===== src/rtl/cpu_pkg.sv =====
// Shared LEGv8 pipeline definitions: widths, reset PC, opcode class codes
// and the top-bit match patterns used by the front-end pre-decoder.
package cpu_pkg;

  localparam int PC_W    = 64;
  localparam int INSTR_W = 32;

  localparam logic [63:0] RESET_PC = 64'd0;

  typedef enum logic [3:0] {
    OP_PC_INIT = 4'd0,
    OP_ADDI    = 4'd1,
    OP_ADDS    = 4'd2,
    OP_BLT     = 4'd3,
    OP_B       = 4'd4,
    OP_CBZ     = 4'd5,
    OP_LDUR    = 4'd6,
    OP_LSL     = 4'd7,
    OP_LSR     = 4'd8,
    OP_MUL     = 4'd9,
    OP_STUR    = 4'd10,
    OP_SUBS    = 4'd11,
    OP_INV     = 4'd12
  } opclass_t;

  localparam logic [5:0]  PAT_B        = 6'b000101;
  localparam logic [7:0]  PAT_BLT      = 8'b01010100;
  localparam logic [4:0]  PAT_BLT_COND = 5'b01011;
  localparam logic [7:0]  PAT_CBZ      = 8'b10110100;
  localparam logic [9:0]  PAT_ADDI     = 10'b1001000100;
  localparam logic [10:0] PAT_ADDS     = 11'b10101011000;
  localparam logic [10:0] PAT_SUBS     = 11'b11101011000;
  localparam logic [10:0] PAT_LDUR     = 11'b11111000010;
  localparam logic [10:0] PAT_STUR     = 11'b11111000000;
  localparam logic [10:0] PAT_LSL      = 11'b11010011011;
  localparam logic [10:0] PAT_LSR      = 11'b11010011010;
  localparam logic [10:0] PAT_MUL      = 11'b10011011000;

endpackage


===== src/rtl/add.sv =====
// Plain W-bit adder; the carry out is discarded so sums wrap modulo 2^W.
module add #(
  parameter int W = 64
) (
  input  logic [W-1:0] a,
  input  logic [W-1:0] b,
  output logic [W-1:0] sum
);

  assign sum = a + b;

endmodule


===== src/rtl/opcode_dec.sv =====
// Maps an RF-stage instruction word to its 4-bit opcode class.
// Patterns are tried in a fixed order; an empty slot always decodes as INV.
module opcode_dec
  import cpu_pkg::*;
(
  input  logic [31:0] instr,
  input  logic        valid,
  output logic [3:0]  opcode
);

  // Operand fields play no part in classification.
  logic unused_fields;
  assign unused_fields = ^instr[20:5];

  // Priority match of the leading opcode bits
  always_comb begin
    opcode = OP_INV;
    if (!valid) begin
      opcode = OP_INV;
    end else if (instr[31:26] == PAT_B) begin
      opcode = OP_B;
    end else if ((instr[31:24] == PAT_BLT) && (instr[4:0] == PAT_BLT_COND)) begin
      opcode = OP_BLT;
    end else if (instr[31:24] == PAT_CBZ) begin
      opcode = OP_CBZ;
    end else if (instr[31:22] == PAT_ADDI) begin
      opcode = OP_ADDI;
    end else if (instr[31:21] == PAT_ADDS) begin
      opcode = OP_ADDS;
    end else if (instr[31:21] == PAT_SUBS) begin
      opcode = OP_SUBS;
    end else if (instr[31:21] == PAT_LDUR) begin
      opcode = OP_LDUR;
    end else if (instr[31:21] == PAT_STUR) begin
      opcode = OP_STUR;
    end else if (instr[31:21] == PAT_LSL) begin
      opcode = OP_LSL;
    end else if (instr[31:21] == PAT_LSR) begin
      opcode = OP_LSR;
    end else if (instr[31:21] == PAT_MUL) begin
      opcode = OP_MUL;
    end else begin
      opcode = OP_INV;
    end
  end

endmodule


===== src/rtl/se.sv =====
// Sign extender: replicates the top bit of a W-bit field up to OUT_W bits.
module se #(
  parameter int W     = 19,
  parameter int OUT_W = 64
) (
  input  logic [W-1:0]     din,
  output logic [OUT_W-1:0] dout
);

  assign dout = {{(OUT_W - W){din[W-1]}}, din};

endmodule


===== src/rtl/fetch_unit.sv =====
// LEGv8 instruction fetch with one-instruction branch delay slot and the
// IF/RF pipeline register, plus opcode-class and branch-immediate pre-decode.
module fetch_unit
  import cpu_pkg::*;
#(
  parameter int PC_W    = 64,
  parameter int INSTR_W = 32
) (
  input  logic               clk,
  input  logic               reset,
  input  logic               stall,
  input  logic               br_taken,
  input  logic [PC_W-1:0]    pc_br,
  output logic [PC_W-1:0]    imem_addr,
  input  logic [INSTR_W-1:0] imem_data,
  output logic [PC_W-1:0]    pc_out,
  output logic [INSTR_W-1:0] instr_rf,
  output logic [3:0]         opcode,
  output logic [PC_W-1:0]    imm19,
  output logic [PC_W-1:0]    imm26,
  output logic               valid_rf
);

  localparam logic [PC_W-1:0] PC_STEP = PC_W'(4);
  localparam logic [PC_W-1:0] PC_RST  = PC_W'(RESET_PC);

  logic [PC_W-1:0] pc;
  logic [PC_W-1:0] pc_plus4;

  add #(.W(PC_W)) u_pc_inc (
    .a   (pc),
    .b   (PC_STEP),
    .sum (pc_plus4)
  );

  // PC and IF/RF register; the word fetched alongside a taken branch is the
  // delay slot and is loaded normally, so there is no flush path.
  always_ff @(posedge clk) begin
    if (reset) begin
      pc       <= PC_RST;
      pc_out   <= {PC_W{1'b0}};
      instr_rf <= {INSTR_W{1'b0}};
      valid_rf <= 1'b0;
    end else if (stall) begin
      pc       <= pc;
      pc_out   <= pc_out;
      instr_rf <= instr_rf;
      valid_rf <= valid_rf;
    end else begin
      pc       <= br_taken ? pc_br : pc_plus4;
      pc_out   <= pc;
      instr_rf <= imem_data;
      valid_rf <= 1'b1;
    end
  end

  assign imem_addr = pc;

  opcode_dec u_dec (
    .instr  (instr_rf[31:0]),
    .valid  (valid_rf),
    .opcode (opcode)
  );

  se #(.W(19), .OUT_W(PC_W)) u_se19 (
    .din  (instr_rf[23:5]),
    .dout (imm19)
  );

  se #(.W(26), .OUT_W(PC_W)) u_se26 (
    .din  (instr_rf[25:0]),
    .dout (imm26)
  );

endmodule


===== config.mk =====
export PLATFORM = sky130hd
export DESIGN_NAME = fetch_unit
export DESIGN_NICKNAME = d
export VERILOG_FILES = /design/src/rtl/cpu_pkg.sv /design/src/rtl/add.sv /design/src/rtl/opcode_dec.sv /design/src/rtl/se.sv /design/src/rtl/fetch_unit.sv
export SDC_FILE = /design/constraint.sdc
export NUM_CORES = 1
export LEC_CHECK = 0
export BUFFER_PORTS_ARGS = -buffer_cell sky130_fd_sc_hd__buf_2
export CAP_MARGIN = 10
export CORE_UTILIZATION = 37
export CTS_CLUSTER_SIZE = 25
export DETAILED_ROUTE_END_ITERATION = 10
export PLACE_DENSITY = 0.65
export SLEW_MARGIN = 20
export SYNTH_ARGS = -nofsm -noshare
export SYNTH_HDL_FRONTEND = slang
export SYNTH_SLANG_ARGS = --single-unit

===== constraint.sdc =====
create_clock -name clk -period 3.3 [get_ports clk]
set_input_delay 0.66 -clock clk [delete_from_list [all_inputs] [get_ports clk]]
set_output_delay 0.66 -clock clk [all_outputs]
set_load 0.02 [all_outputs]

==> results.json, run 1 <==
{
  "switching_power_mw": 1.58,
  "overflow": 0,
  "coreArea_mm2": 0.0235,
  "yosysTopAreaCell": "dfxtp_1",
  "die_h_um": 157,
  "finClkSkew_ns": 0.0134,
  "synth.area.top_cells": "dfxtp_1, mux2i_1, buf_4, nor2_1, a21oi_1",
  "grt_max_degree": 98,
  "min_period_ns": 3.09,
  "grt_pass1_vias": 7621,
  "combPwrFrac_pct": 17.2,
  "yosysUniqueCellTypes": 72,
  "rr_endpoint": "imem_addr[63]$_SDFFE_PP0N_",
  "place.gp.congestion": 0.834,
  "ir_drop_mv": 0.253,
  "worst_hold_slack_ns": 0.459,
  "grt_pass1_wl_um": 43400,
  "drc_errors": 0,
  "leakage_nw": 5.24,
  "yosysSeqAreaShare_pct": 36.1,
  "pin_count": 393,
  "maxSlewViolCount": 0,
  "die-area_mm2": 0.0247,
  "syn_nets": 1173,
  "status": "finished clean",
  "holdPathEnd": "instr_rf[15]$_SDFFE_PP0N_",
  "routed-via-count": 8613,
  "cts.sinks": 161,
  "syn-cell-area_mm2": 0.00892,
  "track_usage_pct": 22.7,
  "dp_hpwl_um": 20700,
  "min_delay_path_depth": 3,
  "p_seq_share_pct": 42.1,
  "power_density_mw_per_mm2": 478,
  "reg2reg_depth": 6,
  "ys_ff_latch": 161,
  "synthCells": 1072,
  "final_cell_mix": "buf_2, nor2_1, dfxtp_1",
  "cts_buffers": 17,
  "worst_pin_slew_ns": 1.00,
  "synth-edff-count": 0,
  "max_freq_mhz": 323,
  "maxCapViolCount": 0,
  "cts_hold_buffers": 0,
  "clkTransAtPathRegs_ns": 0.07,
  "vias_per_cell": 5.27,
  "syn-mean-instance-area_um2": 8.32,
  "first_iter_violations": 692,
  "antenna_found_initial": 5,
  "initial_utilization_pct": 37.9,
  "r2r_start": "imem_addr[11]$_SDFFE_PP0N_",
  "finish.utilization_pct": 45.9,
  "p_sw_share_pct": 30.6,
  "required_ns": 2.64,
  "synth_top_area_share_pct": 36.1,
  "hold_viol_final": 0,
  "arrival_ns": 2.43,
  "yosysWarnings": 0,
  "rows": 56,
  "fill_cells": 2354,
  "antenna_left": 0,
  "area_growth_pct": 21.1,
  "worstSkewPairLatency_ns": 0.43,
  "rsz0062_at_grt": "false",
  "htreeDepth": 4,
  "tns_ns": 0,
  "worstHoldPathType": "in -> reg",
  "clock_power_share_pct": 40.7,
  "final_common_cell": "buf_2",
  "endpoint_kind": "primary output",
  "worstPathMaxFanout": 19,
  "port_buffers": 392,
  "maxSlewHeadroom_pct": 33.0,
  "cts_tree": "done",
  "async_flop_share_pct": 0,
  "finish.instance_area_mm2": 0.0108,
  "min_from": "imem_data[15]",
  "crit_type": "reg -> out",
  "synth_flop_cell": "dfxtp_1",
  "worstSetupStartpointType": "flip-flop",
  "cts_root_buf": "clkbuf_16",
  "place_area_mm2": 0.0102,
  "detail_route.wl_per_cell_um": 17.7,
  "wirelength_um": 28900,
  "clockBufferDepth": 2,
  "drtPass1Iterations": 5,
  "rrSetupSlack_ns": 0.74,
  "post-route-period-util_pct": 93.7,
  "setup_viol": 0,
  "layout-drive-gt1-share_pct": 35.1,
  "p_int_mw": 3.58,
  "fin_nets": 1401,
  "die_w_um": 157
}
-- how the worst max path moves through the flow --
stage / from / to / slack, ns / cells past startpoint
2_1_floorplan: instr_rf[23]$_SDFFE_PP0N_ / opcode[3] / 0.02 / 4
3_3_place_gp: instr_rf[23]$_SDFFE_PP0N_ / opcode[0] / 0.47 / 6
3_5_place_dp: instr_rf[23]$_SDFFE_PP0N_ / opcode[0] / 0.45 / 6
4_1_cts: instr_rf[23]$_SDFFE_PP0N_ / opcode[0] / 0.11 / 6
5_1_grt: instr_rf[23]$_SDFFE_PP0N_ / opcode[0] / 0.01 / 6
6_report: instr_rf[23]$_SDFFE_PP0N_ / opcode[0] / 0.21 / 6
-- layer usage --
metal,vias to the layer above,share of wire [%],global-route usage (%)
met2,365,49,37.9
li1,4136,-,-
met1,4082,43,29.3
met3,28,6.7,4.63
met4,2,1.4,7.07
met5,-,0.038,0
-- cells in the mapped netlist (18+ instances only) --
master,number
a21oi_1,50
buf_1,18
buf_4,130
clkbuf_1,38
dfxtp_1,161
mux2i_1,106
nand2_1,56
nand3_1,40
nand4_1,22
nor2_1,165
nor3_1,23
o21ai_0,27
-- power groups by stage --
stage	Combinational [mW]	Clock, mW	Sequential (mW)
after floorplan	0.573	0	2.30
after global placement	0.884	0	2.22
after detailed placement	0.889	0	2.22
after CTS	0.892	2.15	2.18
after global routing	0.965	2.22	2.19
final	0.887	2.10	2.18
-- sequential cells by signal (all words and copies together), names as in the netlist --
register   cells
instr_rf      32
pc_out        64
valid_rf       1
imem_addr     64
-- worst max-delay path: stages, from the launching register on --
cell and delay [ns]:
dfxtp_2 0.40, or4b_1 0.60, o22ai_1 0.18, nor4b_2 0.29, nor2_1 0.07, a21oi_1 0.25, buf_2 0.22
-- metrics by stage --
stage / total power, mW / setup WS [ns] / instances
2_1_floorplan: 2.87 / 0.0207 / 1072
3_3_place_gp: 3.10 / 0.472 / 1600
3_5_place_dp: 3.11 / 0.452 / 1600
4_1_cts: 5.22 / 0.109 / 1631
5_1_grt: 5.38 / 0.0139 / 1634
6_report: 5.17 / 0.208 / 1635
-- area by class of cell --
cell class	instances	area (um2)	area share, %
tap	319	399	3.70
antenna	4	10.0	0.0927
timing repair buffer	412	2170	20.1
clock buffer	18	439	4.07
multi-input combinational	689	4310	39.9
inverter	19	71.3	0.660
sequential	161	3220	29.9
clock inverter	13	174	1.61
-- repair_timing --
item                                   CTS  global route
setup endpoints to repair                1             1
endpoints found under the hold margin    0             0
setup buffers                            0             0
gates resized for setup                  1             1
-- cells by family (layout without fill, tap and decap cells) --
family,Yosys count,count (layout),synth area share (%)
fa+ha+maj,1,1,0.140
flops,161,161,36.1
simple gates,387,387,21.6
buf+inv,222,462,15.7
compound gates,193,193,14.4
other cells,0,4,0
mux,107,107,12.0
xor+xnor,1,1,0.0982
No activity file was read; power rests on OpenSTA's default activity.
==> run 2, diff against run 1 <==
--- a/config.mk
+++ b/config.mk
@@ -7,10 +7,13 @@
 export LEC_CHECK = 0
 export BUFFER_PORTS_ARGS = -buffer_cell sky130_fd_sc_hd__buf_2
 export CAP_MARGIN = 10
-export CORE_UTILIZATION = 37
+export CELL_PAD_IN_SITES_DETAIL_PLACEMENT = 1
+export CELL_PAD_IN_SITES_GLOBAL_PLACEMENT = 2
+export CORE_MARGIN = 4
+export CORE_UTILIZATION = 26
 export CTS_CLUSTER_SIZE = 25
 export DETAILED_ROUTE_END_ITERATION = 10
-export PLACE_DENSITY = 0.65
+export PLACE_DENSITY_LB_ADDON = 0.1
 export SLEW_MARGIN = 20
 export SYNTH_ARGS = -nofsm -noshare
 export SYNTH_HDL_FRONTEND = slang
==> run 2 against run 1 <==
Global-route usage down 4.3 points. Design area up 0.89%. Sequential cell count unchanged. Sequential power about the same. Combinational power up 1%. Highest routed layer unchanged. Largest cell class unchanged. First-iteration DRC count down 43%.
==> results.json, run 2 (same netlist as run 1, synthesis figures left out) <==
{
  "maxSlewHeadroom_pct": 38.3,
  "die-area_mm2": 0.0373,
  "worstSetupStartpointType": "flip-flop",
  "switching_power_mw": 1.59,
  "placedCellCount": 1730,
  "arrival_ns": 2.27,
  "layout_setup_ws_ns": 0.367,
  "fin_nets": 1402,
  "required_ns": 2.64,
  "p_int_mw": 3.51,
  "cts.sinks": 161,
  "slowest_stage": "or4b_1",
  "crit_type": "reg -> out",
  "vias_per_cell": 4.84,
  "cts_tree": "done",
  "setup_viol": 0,
  "rsz0062_at_grt": "false",
  "rows": 67,
  "first_iter_violations": 392,
  "slowest_delay_ns": 0.51,
  "final_common_cell": "buf_2",
  "worstPathMaxFanout": 7,
  "post_cts_resized": 0,
  "coreArea_mm2": 0.0337,
  "worstHoldPathType": "in -> reg",
  "rrSetupSlack_ns": 0.52,
  "p_sw_share_pct": 31.2,
  "initial_utilization_pct": 26.5,
  "wirelength_um": 35500,
  "min_from": "imem_data[10]",
  "worstPathCellList": "or4b_1, nor4_1, or2_1, inv_1, a31oi_1, buf_2",
  "htreeDepth": 4,
  "post_layout_nonfiller_instances": 1764,
  "die_h_um": 193,
  "grt_pass1_vias": 8639,
  "dp_hpwl_um": 26000,
  "min_delay_path_depth": 3,
  "layout-drive-gt1-share_pct": 34.9,
  "power_density_mw_per_mm2": 468,
  "leakage_nw": 5.22,
  "min_period_ns": 2.93,
  "hold_viol_final": 0,
  "finish.instance_area_mm2": 0.0109,
  "tns_ns": 0,
  "reg2reg_depth": 6,
  "maxCapViolCount": 0,
  "place_ws_ns": 0.524,
  "max_freq_mhz": 341,
  "clockBufferDepth": 2,
  "combPwrFrac_pct": 17.6,
  "grt_max_degree": 92,
  "finClkSkew_ns": 0.00909,
  "place.gp.congestion": 0.753,
  "grt_pass1_wl_um": 55000,
  "post-route-period-util_pct": 88.9,
  "maxSlewViolCount": 0,
  "holdPathEnd": "instr_rf[10]$_SDFFE_PP0N_",
  "routed-via-count": 8543,
  "clkTransAtPathRegs_ns": 0.07,
  "p_seq_share_pct": 42.7,
  "r2r_start": "imem_addr[11]$_SDFFE_PP0N_",
  "cts_root_buf": "clkbuf_16",
  "drtPass1Iterations": 4,
  "port_buffers": 392,
  "finish.utilization_pct": 32.3,
  "antenna_left": 0,
  "area_growth_pct": 22.1,
  "worst_pin_slew_ns": 0.926,
  "clock_power_share_pct": 39.7,
  "pin_count": 393,
  "p_total_mw": 5.10,
  "crit_family": "simple AND/OR/NAND/NOR gates",
  "endpoint_kind": "primary output",
  "ir_drop_mv": 0.374,
  "status": "finished clean",
  "cts_buffers": 17,
  "overflow": 0,
  "cts_hold_buffers": 0,
  "post-cts-setup-buffer-count": 0,
  "worstSkewPairLatency_ns": 0.44,
  "rr_endpoint": "imem_addr[63]$_SDFFE_PP0N_",
  "drc_errors": 0,
  "final_cell_mix": "buf_2, nor2_1, dfxtp_1",
  "place_area_mm2": 0.0103,
  "antenna_found_initial": 4,
  "track_usage_pct": 18.4,
  "path_buf_inv": 2,
  "worst_hold_slack_ns": 0.450,
  "die_w_um": 193,
  "detail_route.wl_per_cell_um": 20.1
}
-- run 2: worst max-delay path by stage --
stage / start / endpoint / slack [ns] / cells after the start
2_1_floorplan: instr_rf[23]$_SDFFE_PP0N_ / opcode[3] / 0.02 / 4
3_3_place_gp: imem_addr[11]$_SDFFE_PP0N_ / imem_addr[63]$_SDFFE_PP0N_ / 0.60 / 6
3_5_place_dp: imem_addr[11]$_SDFFE_PP0N_ / imem_addr[63]$_SDFFE_PP0N_ / 0.52 / 6
4_1_cts: instr_rf[24]$_SDFFE_PP0N_ / opcode[0] / 0.15 / 6
5_1_grt: instr_rf[24]$_SDFFE_PP0N_ / opcode[1] / 0.16 / 6
6_report: instr_rf[24]$_SDFFE_PP0N_ / opcode[1] / 0.37 / 6
-- run 2: tightest hold or removal path: cells and delay by family --
kind / cells / cell delay (ns)
mux: 1 / 0.05
buf+inv: 1 / 0.07
simple gates: 1 / 0.07
-- run 2: power by group through the flow --
stage               registers, mW  logic, mW  clock network [mW]
floorplan                    2.30      0.573                   0
global placement             2.22      0.914                   0
detailed placement           2.22      0.917                   0
CTS                          2.18      0.920                2.11
global route                 2.20      0.980                2.18
finish                       2.18      0.900                2.03
-- run 2: layer usage --
layer / up-vias / part of all wire (%) / GRT usage, %
li1: 4148 / - / -
met1: 4090 / 46 / 24.2
met2: 276 / 47 / 30.6
met3: 25 / 6.0 / 4.63
met4: 4 / 1.2 / 4.14
met5: - / 0.079 / 0
-- run 2: layout make-up --
class | count | area (um2)
antenna | 2 | 5.00
clock buffer | 23 | 468
clock inverter | 9 | 108
fill | 4152 | 22800
inverter | 19 | 71.3
multi-input combinational | 689 | 4310
sequential | 161 | 3220
tap | 448 | 561
timing repair buffer | 413 | 2150
